===== src/rtl/counter_mode.sv =====
`default_nettype none
// ---------------------------------------------------------------------------
// counter_mode : up/down modulo counter, wrap/saturate, load/clear, tc, ovf.
// Optional enable prescaler with CNT_PRESCALE_EN.   Revision: 1.0
// ---------------------------------------------------------------------------
module counter_mode #(
   parameter int cnt_WIDTH = 8,
   parameter int PRE_WIDTH = 4
) (
   input  logic                 cnt_clk,
   input  logic                 cnt_rst_n,
   input  logic                 cnt_clr,
   input  logic                 cnt_en,
   input  logic                 cnt_dir,
   input  logic                 cnt_mode,
   input  logic                 cnt_load,
   input  logic [cnt_WIDTH-1:0] cnt_load_val,
   input  logic [cnt_WIDTH-1:0] cnt_max,
   input  logic [PRE_WIDTH-1:0] cnt_pre_div,
   output logic [cnt_WIDTH-1:0] cnt_o,
   output logic                 cnt_tc_o,
   output logic                 cnt_ovf_o
);

   logic [cnt_WIDTH-1:0] cnt_q;
   logic [cnt_WIDTH-1:0] step_val;
   logic [cnt_WIDTH-1:0] load_sat;
   logic                 tc_q;
   logic                 ovf_q;
   logic                 tick;
   logic                 boundary;

`ifdef CNT_PRESCALE_EN
   logic [PRE_WIDTH-1:0] pre_q;

   assign tick = (pre_q == cnt_pre_div);

   // Prescaler only moves on enabled cycles; clear and load restart it.
   always_ff @(posedge cnt_clk or negedge cnt_rst_n) begin
      if (!cnt_rst_n) begin
         pre_q <= '0;
      end else if (cnt_clr || cnt_load) begin
         pre_q <= '0;
      end else if (cnt_en) begin
         pre_q <= tick ? '0 : pre_q + 1'b1;
      end
   end
`else
   logic unused_pre_div;

   assign tick           = 1'b1;
   assign unused_pre_div = ^cnt_pre_div;
`endif

   assign load_sat = (cnt_load_val > cnt_max) ? cnt_max : cnt_load_val;

   always_comb begin
      step_val = cnt_q;
      boundary = 1'b0;
      if (cnt_dir) begin
         if (cnt_q >= cnt_max) begin
            boundary = 1'b1;
            step_val = cnt_mode ? cnt_max : '0;
         end else begin
            step_val = cnt_q + 1'b1;
         end
      end else begin
         // Above the limit a down step snaps to the limit without flagging.
         if (cnt_q > cnt_max) begin
            step_val = cnt_max;
         end else if (cnt_q != '0) begin
            step_val = cnt_q - 1'b1;
         end else begin
            boundary = 1'b1;
            step_val = cnt_mode ? '0 : cnt_max;
         end
      end
   end

   always_ff @(posedge cnt_clk or negedge cnt_rst_n) begin
      if (!cnt_rst_n) begin
         cnt_q <= '0;
         tc_q  <= 1'b0;
         ovf_q <= 1'b0;
      end else if (cnt_clr) begin
         cnt_q <= '0;
         tc_q  <= 1'b0;
         ovf_q <= 1'b0;
      end else if (cnt_load) begin
         cnt_q <= load_sat;
         tc_q  <= 1'b0;
      end else if (cnt_en && tick) begin
         cnt_q <= step_val;
         tc_q  <= boundary;
         if (boundary) begin
            ovf_q <= 1'b1;
         end
      end else begin
         tc_q  <= 1'b0;
      end
   end

   assign cnt_o     = cnt_q;
   assign cnt_tc_o  = tc_q;
   assign cnt_ovf_o = ovf_q;

endmodule
`default_nettype wire


===== config.mk =====
export PLATFORM = sky130hd
export DESIGN_NAME = counter_mode
export DESIGN_NICKNAME = d
export VERILOG_FILES = /design/src/rtl/counter_mode.sv
export SDC_FILE = /design/constraint.sdc
export NUM_CORES = 1
export LEC_CHECK = 0
export CAP_MARGIN = 10
export CELL_PAD_IN_SITES_DETAIL_PLACEMENT = 1
export CELL_PAD_IN_SITES_GLOBAL_PLACEMENT = 2
export CORE_MARGIN = 3
export CORE_UTILIZATION = 29
export CTS_BUF_LIST = sky130_fd_sc_hd__clkbuf_4 sky130_fd_sc_hd__clkbuf_8
export DETAILED_ROUTE_END_ITERATION = 7
export HOLD_SLACK_MARGIN = 0.12
export PLACE_DENSITY_LB_ADDON = 0.05
export SLEW_MARGIN = 25
export SYNTH_ARGS = -nofsm -noshare
export SYNTH_HDL_FRONTEND = slang
export SYNTH_SLANG_ARGS = --single-unit

===== constraint.sdc =====
create_clock -name cnt_clk -period 3.1 [get_ports cnt_clk]
set_input_delay 0.775 -clock cnt_clk [delete_from_list [all_inputs] [get_ports cnt_clk]]
set_output_delay 0.775 -clock cnt_clk [all_outputs]
set_load 0.01 [all_outputs]

==> results of run 1 <==
## timing repair
item / in CTS / in global routing
setup endpoints to repair: 1 / 5
gates cloned: 0 / 0
gates resized for setup: 1 / 4
## worst max-delay path by stage
stage	slack [ns]	to
4_1_cts	0.06	cnt_o[2]
6_report	0.15	cnt_o[2]
3_3_place_gp	-0.18	cnt_o[2]
2_1_floorplan	0.57	cnt_o[2]
3_5_place_dp	-0.26	cnt_o[2]
5_1_grt	0.03	cnt_o[2]
## layout by cell type, fill, tap and decap left out, types with 7 or more instances in the layout
cell,instances
xnor2_1,7
nand2_1,20
nand4_1,8
buf_4,36
clkdlybuf4s50_1,31
nor2_1,15
nand3_1,14
a31oi_1,7
a21oi_1,12
ha_1,19
inv_1,14
dfrtp_1,10
## final cells by class
type | instances | area, um2 | area share
multi-input combinational | 169 | 1230 | 0.540
inverter | 16 | 60.1 | 0.0264
clock buffer | 4 | 55.1 | 0.0242
sequential | 10 | 250 | 0.110
timing repair buffer | 68 | 593 | 0.261
tap | 70 | 87.6 | 0.0385
## routing by layer
metal	vias up	wire length, um	track usage
met5	-	0	0
met4	0	65	0.0591
met3	5	242	0.0147
met2	37	3010	0.354
met1	900	2940	0.280
li1	921	-	-
## tightest hold or removal path: cells and delay by family (launching register included)
family                 cells  cell delay [ns]
AOI/OAI and AO/OA          1             0.07
buffers and inverters      1             0.05
DFF                        1             0.37
## cells by family (layout without fill, tap and decap cells)
group           after synthesis  after routing
compound gates               64             64
xor+xnor                      9              9
flops                        10             10
simple gates                 74             74
buf+inv                      26             88
fa+ha+maj                    19             19
mux                           3              3
## report_power, final
part	internal (W)	switching, W
registers	0.000148	0.0000467
clock network	0.000112	0.0000615
logic	0.000247	0.000269
total	0.000508	0.000377
## stage by stage
stage / hold WS, ns / setup TNS (ns) / std cells / worst slack (ns) / power, W
after floorplan: 0.479 / 0 / 205 / 0.574 / 0.000481
after global placement: 0.526 / -0.545 / 333 / -0.179 / 0.000694
final: 0.530 / 0 / 337 / 0.145 / 0.000885
after global routing: 0.587 / 0 / 337 / 0.0335 / 0.000953
after detailed placement: 0.530 / -1.25 / 333 / -0.258 / 0.000707
after CTS: 0.537 / 0 / 337 / 0.0573 / 0.000889
## state kept, by name, summed over array words and instances (netlist names)
name,cells
cnt_o,8
cnt_ovf_o,1
cnt_tc_o,1
==> results.md, run 1 <==
* TritonCTS clock tree: done
* Worst setup EP type: flop
* Total global routing overflow at 0
* Cts hold-fix bufs at 0
* Share of cells above drive strength 1 at 0.195
* Final Cell Area at approximately 2300 um2
* Status: finished clean
* Post-layout min period at between 2 and 3 ns
* Hold_sp: cnt_ovf_o
* Worst skew pair latency at 0.25 ns
* Skew final at about 0.0031 ns
* Final setup fails at 0
* Die W at 79.7 um
* Post-synth ARST share at 1.00
* Slew HR at 0.510
* Number of remaining DRC errors at 0
* Synthesis Warnings at 0
* Final Core Density at 0.439
* Top post-synthesis cells by count: nand2_1 (20), ha_1 (19), inv_1 (16)
* Synth top area share at 0.159
* Fmax at between 300 and 400 MHz
* Via-to-Cell Ratio at roughly 5.5
* Final ANT Viol Nets at 0
* Number of DRC markers in iteration 0 at 112
* GP Congestion at between 0.8 and 0.9
* Cell with the most instances after synthesis: nand2_1
* Slowest CP cell: clkdlybuf4s50_1
* IO Pins at 37
* Syn Area/Cell at about 7.7 um2
* Num rows at 26
* Top cell type by total area after synthesis: dfrtp_1
* CP Class: primary input to flop
* Via count at 1863
* Cells after synthesis at 205
* Number of buffers created by CTS at 3
* Critical path peak fanout at 6
* Max cap viols at 0
* Post-Synth Simple-Gate Area at 0.240
* Synth cell types at 46
* Area Overhead vs Synth at 44.1%
* Initial antenna violation count at 0
* Final slew viol count at 0
* Period utilisation layout at 0.953
* Core ar. at 5170 um2
* Post-Synth XOR/XNOR Area at 0.0500
* Main synth FF type: dfrtp_1
* Lkg Pwr at 0.984 nW
* Top cells by area, synth: dfrtp_1 (16%), ha_1 (15%), nand2_1 (4.8%), nand3_1 (4.4%), xnor2_1 (3.9%)
* Tightest Pin Transition at around 0.73 ns
* Crit path DAT at 3.07 ns
* Post-synthesis register bit count at 10
* R2r worst-path depth at 7
* Vias in the first global route at around 2000
* Top delay family on crit path: compound AO/OA/AOI/OAI gates
* I/O Buffers at 32
* Buf/Inv on CP at 2
* CTS clk-pin slew, worst paths at 0.05 ns
* Crit path cell chain: clkdlybuf4s50_1 > inv_2 > ha_1 > and3_1 > a221o_1 > a21o_1 > a211o_1 > a32oi_1 > a221oi_2
* RSZ-0062 raised after global routing: no
* Sink Count at 10
* Mux cell area share after synthesis at 0.0190
* Setup Buffers After CTS at 0
* Largest net degree at the start of global routing at 14
* Routed length per instance at 18.6 um
* Crit path depth at 9
* Inserted Diodes at 0
* Clock Root Buffer: clkbuf_8
* Fill cells at 623
* Peak VDD IR at approximately 0.22 mV
* Final WL at between 6000 and 7000 um
* Internal reg-to-reg setup slack at between 0.6 and 0.7 ns
* Number of flops mapped to enable cells by yosys at 0
* Syn_nets at 251
* Critical Path Start Type: primary input
* First-pass iteration count of the detailed router at 4
* First-pass GRT wire length at a little over 10000 um
* Syn Std Cell Area at around 1600 um2
* Final hold vios at 0
* Hold Path Sink: cnt_ovf_o
* Seq/Total Area, Yosys at 0.159
* Post-placement cell area at 2200 um2
* Post-DP HPWL at around 5200 um
* Post-layout nets at between 300 and 400
* Initial core utilization at 0.305
* WP data required at 3.21 ns
* Worst flop-to-flop path endpoint: cnt_o[1]
* H-tree levels at 1
* GRT Overall Usage at 0.208
* P per Cell Area at 389 nW/um2
* Compound-Gate Fraction of Synth Area at 0.309
* Hold Path Stages at 2
* CP peak stage delay at ~0.50 ns
* Crit path launch: cnt_max[1]
* Adder-cell share of the synthesized area at 0.151
* Worst r2r src: cnt_o[0]
* CTS max path bufs at 2
* Die area at 6360 um2
* Die H at 79.7 um
* Hold Crit Class: flop to flop
* Largest family of logic cells by synthesized area: compound AO/OA/AOI/OAI gates
(Power assumes the default switching activity.)
==> run 2, diff against run 1 <==
Settings changed: CTS_CLUSTER_SIZE set to 20.
Clock period 3.1 ns to 3.25 ns, I/O delays scaled along.
==> run 2 against run 1 <==
Register-to-register slack better by 0.19 ns. Non-clock buffer count down 15. Wire length up 0.18%. Clock skew down 0.0019 ns. Critical path depth up 1. Combinational power down 10%. Sequential cell count unchanged. Cell count down 4.5%. Sequential share of layout area up 0.66 points. Sequential power down 4%. First-iteration DRC count up 44%. Clock power down 3%. Largest power group unchanged.
==> results.md, run 2 (synthesis gave the netlist of run 1 again) <==
* Status: finished clean
* Via-to-Cell Ratio at 5.75 (+4.1%)
* Worst skew pair latency at 0.24 ns (about the same)
* Hold_sp: cnt_ovf_o
* Final ANT Viol Nets at 0 (unchanged)
* Tightest Pin Transition at 0.708 ns (-0.0238 ns)
* Cts hold-fix bufs at 0 (unchanged)
* Die H at 79.7 um (unchanged)
* Skew final at 0.00121 ns (-0.00187 ns)
* Vias in the first global route at 2005 (+1.1%)
* Final setup fails at 0 (unchanged)
* Finished Layout Cells at 322 (-4.5%)
* Inserted Diodes at 0 (unchanged)
* CP peak stage delay at 0.49 ns (about the same)
* P per Cell Area at 382 nW/um2 (-1.8%)
* GP Congestion at 0.861 (-2.1%)
* Most common cell after layout, fill and taps aside: clkdlybuf4s50_1
* Post-layout min period at just over 3 ns
* H-tree levels at 1 (unchanged)
* Number of remaining DRC errors at 0 (unchanged)
* Area Overhead vs Synth at 36.0%
* Critical path peak fanout at 6 (unchanged)
* Core ar. at 5170 um2 (unchanged)
* Top delay family on crit path: compound AO/OA/AOI/OAI gates
* Share of cells above drive strength 1 at 0.131 (-0.0638)
* I/O Buffers at 32 (unchanged)
* Initial core utilization at 0.305 (unchanged)
* IO Pins at 37 (unchanged)
* Hold Path Stages at 2 (unchanged)
* Clock Root Buffer: clkbuf_8
* Sink Count at 10 (unchanged)
* Crit path DAT at 3.19 ns (+0.12 ns)
* CTS max path bufs at 2 (unchanged)
* First-pass iteration count of the detailed router at 4 (unchanged)
* Num rows at 26 (unchanged)
* Die area at 6360 um2 (unchanged)
* CP Class: primary input to flop
* Setup Buffers After CTS at 0 (unchanged)
* GRT Overall Usage at 0.205 (-0.00212)
* Max cap viols at 0 (unchanged)
* Hold Crit Class: flop to flop
* RSZ-0062 raised after global routing: no
* Largest net degree at the start of global routing at 16 (+2)
* Buf/Inv on CP at 3 (+1)
* Max FFs per register at 8 (unchanged)
* PostCTS Resize Cnt at 0 (-1)
* R2r worst-path depth at 6 (-1)
* Total global routing overflow at 0 (unchanged)
* Post-layout nets at 299 (-4.8%)
* WP data required at 3.37 ns (+0.16 ns)
* Fmax at roughly 330 MHz
* Most frequent cells in the layout: clkdlybuf4s50_1 (32), buf_4 (21), nand2_1 (20), ha_1 (19), inv_1 (16)
* Final slew viol count at 0 (unchanged)
* First-pass GRT wire length at 10200 um (+0.33%)
* Critical Path Start Type: primary input
* Slowest CP cell: clkdlybuf4s50_1
* Final hold vios at 0 (unchanged)
* Worst setup EP type: flop
* Number of buffers created by CTS at 3 (unchanged)
* Post-DP HPWL at 5000 um (-3.2%)
* Crit path depth at 10 (+1)
* Final Cell Area at 2140 um2 (-5.7%)
* Crit path launch: cnt_max[3]
* Placed cells at 318 (-4.5%)
* CTS clk-pin slew, worst paths at 0.06 ns (about the same)
* Routed length per instance at 19.5 um (+4.8%)
* Post-placement cell area at 2090 um2 (-5.1%)
* Number of DRC markers in iteration 0 at 161 (+44%)
* Worst r2r src: cnt_o[3]
* Initial antenna violation count at 0 (unchanged)
* Period utilisation layout at 0.943
* Final WL at 6270 um (+0.18%)
* Lkg Pwr at 0.901 nW (-8.5%)
* Slew HR at 0.526 (+0.0159)
* Die W at 79.7 um (unchanged)
* Crit path cell chain: clkdlybuf4s50_1 > inv_1 > ha_1 > and3_1 > a221o_1 > a21o_1 > buf_4 > nand4_1 > a32oi_1 > a221oi_1
* Via count at 1853 (-0.54%)
* Fin Setup TNS at 0 ns (unchanged)
* TritonCTS clock tree: done
* Peak VDD IR at 0.150 mV (-31%)
==> run 2: layer usage <==
layer	up-vias	wire, um	track usage	share of wire
met3	4	323	0.0192	0.051
met2	46	3030	0.338	0.48
met5	-	0	0	0
met4	0	50	0.0574	0.0080
met1	912	2870	0.285	0.46
li1	891	-	-	-
==> run 2: path summary, 6_finish.rpt <==
kind | end | slack (ns)
max in group asynchronous | cnt_o[0] | 1.95
worst max register to register | cnt_o[0] | 0.81
worst max-delay path | cnt_o[2] | 0.19
worst min register to register | cnt_ovf_o | 0.54
worst min-delay path | cnt_ovf_o | 0.54
min in group asynchronous | cnt_o[5] | 0.93
==> run 2: power by group <==
| part | internal, W | leakage, nW | switching [W] |
|---|---|---|---|
| sequential | 0.000141 | 0.131 | 0.0000462 |
| clock | 0.000107 | 0.0288 | 0.0000619 |
| combinational | 0.000216 | 0.741 | 0.000248 |
| total | 0.000464 | 0.901 | 0.000356 |
==> run 2: worst register-to-register path: stages (launching register included) <==
cell and delay (ns):
dfrtp_1 0.62, ha_1 0.37, a21oi_1 0.31, a211o_1 0.22
o211ai_2 0.19, a221o_1 0.39, a32o_1 0.23
==> run 2: cell type report <==
cell class              instances  area [um2]
flip-flops and latches         10         250
clock buffers                   4        55.1
inverters                      16        60.1
well taps                      70        87.6
multi-input cells             169        1210
fillers                       629        3030
repair buffers                 53         478
==> run 2: metrics by stage <==
| stage | total power (W) | hold WS [ns] | utilization | setup slack, ns |
|---|---|---|---|---|
| 2_1_floorplan | 0.000459 | 0.517 | - | 0.687 |
| 3_3_place_gp | 0.000639 | 0.518 | 0.404 | -0.0418 |
| 3_5_place_dp | 0.000648 | 0.541 | 0.404 | -0.0808 |
| 4_1_cts | 0.000822 | 0.550 | 0.414 | 0.161 |
| 5_1_grt | 0.000882 | 0.577 | 0.414 | 0.0627 |
| 6_report | 0.000820 | 0.543 | 0.414 | 0.186 |
==> run 3, diff against run 2 <==
Settings changed: SKIP_LAST_GASP set to 1.
==> results of run 3 <==
No change in the layout: final DEF, timing and power equal those of run 2.
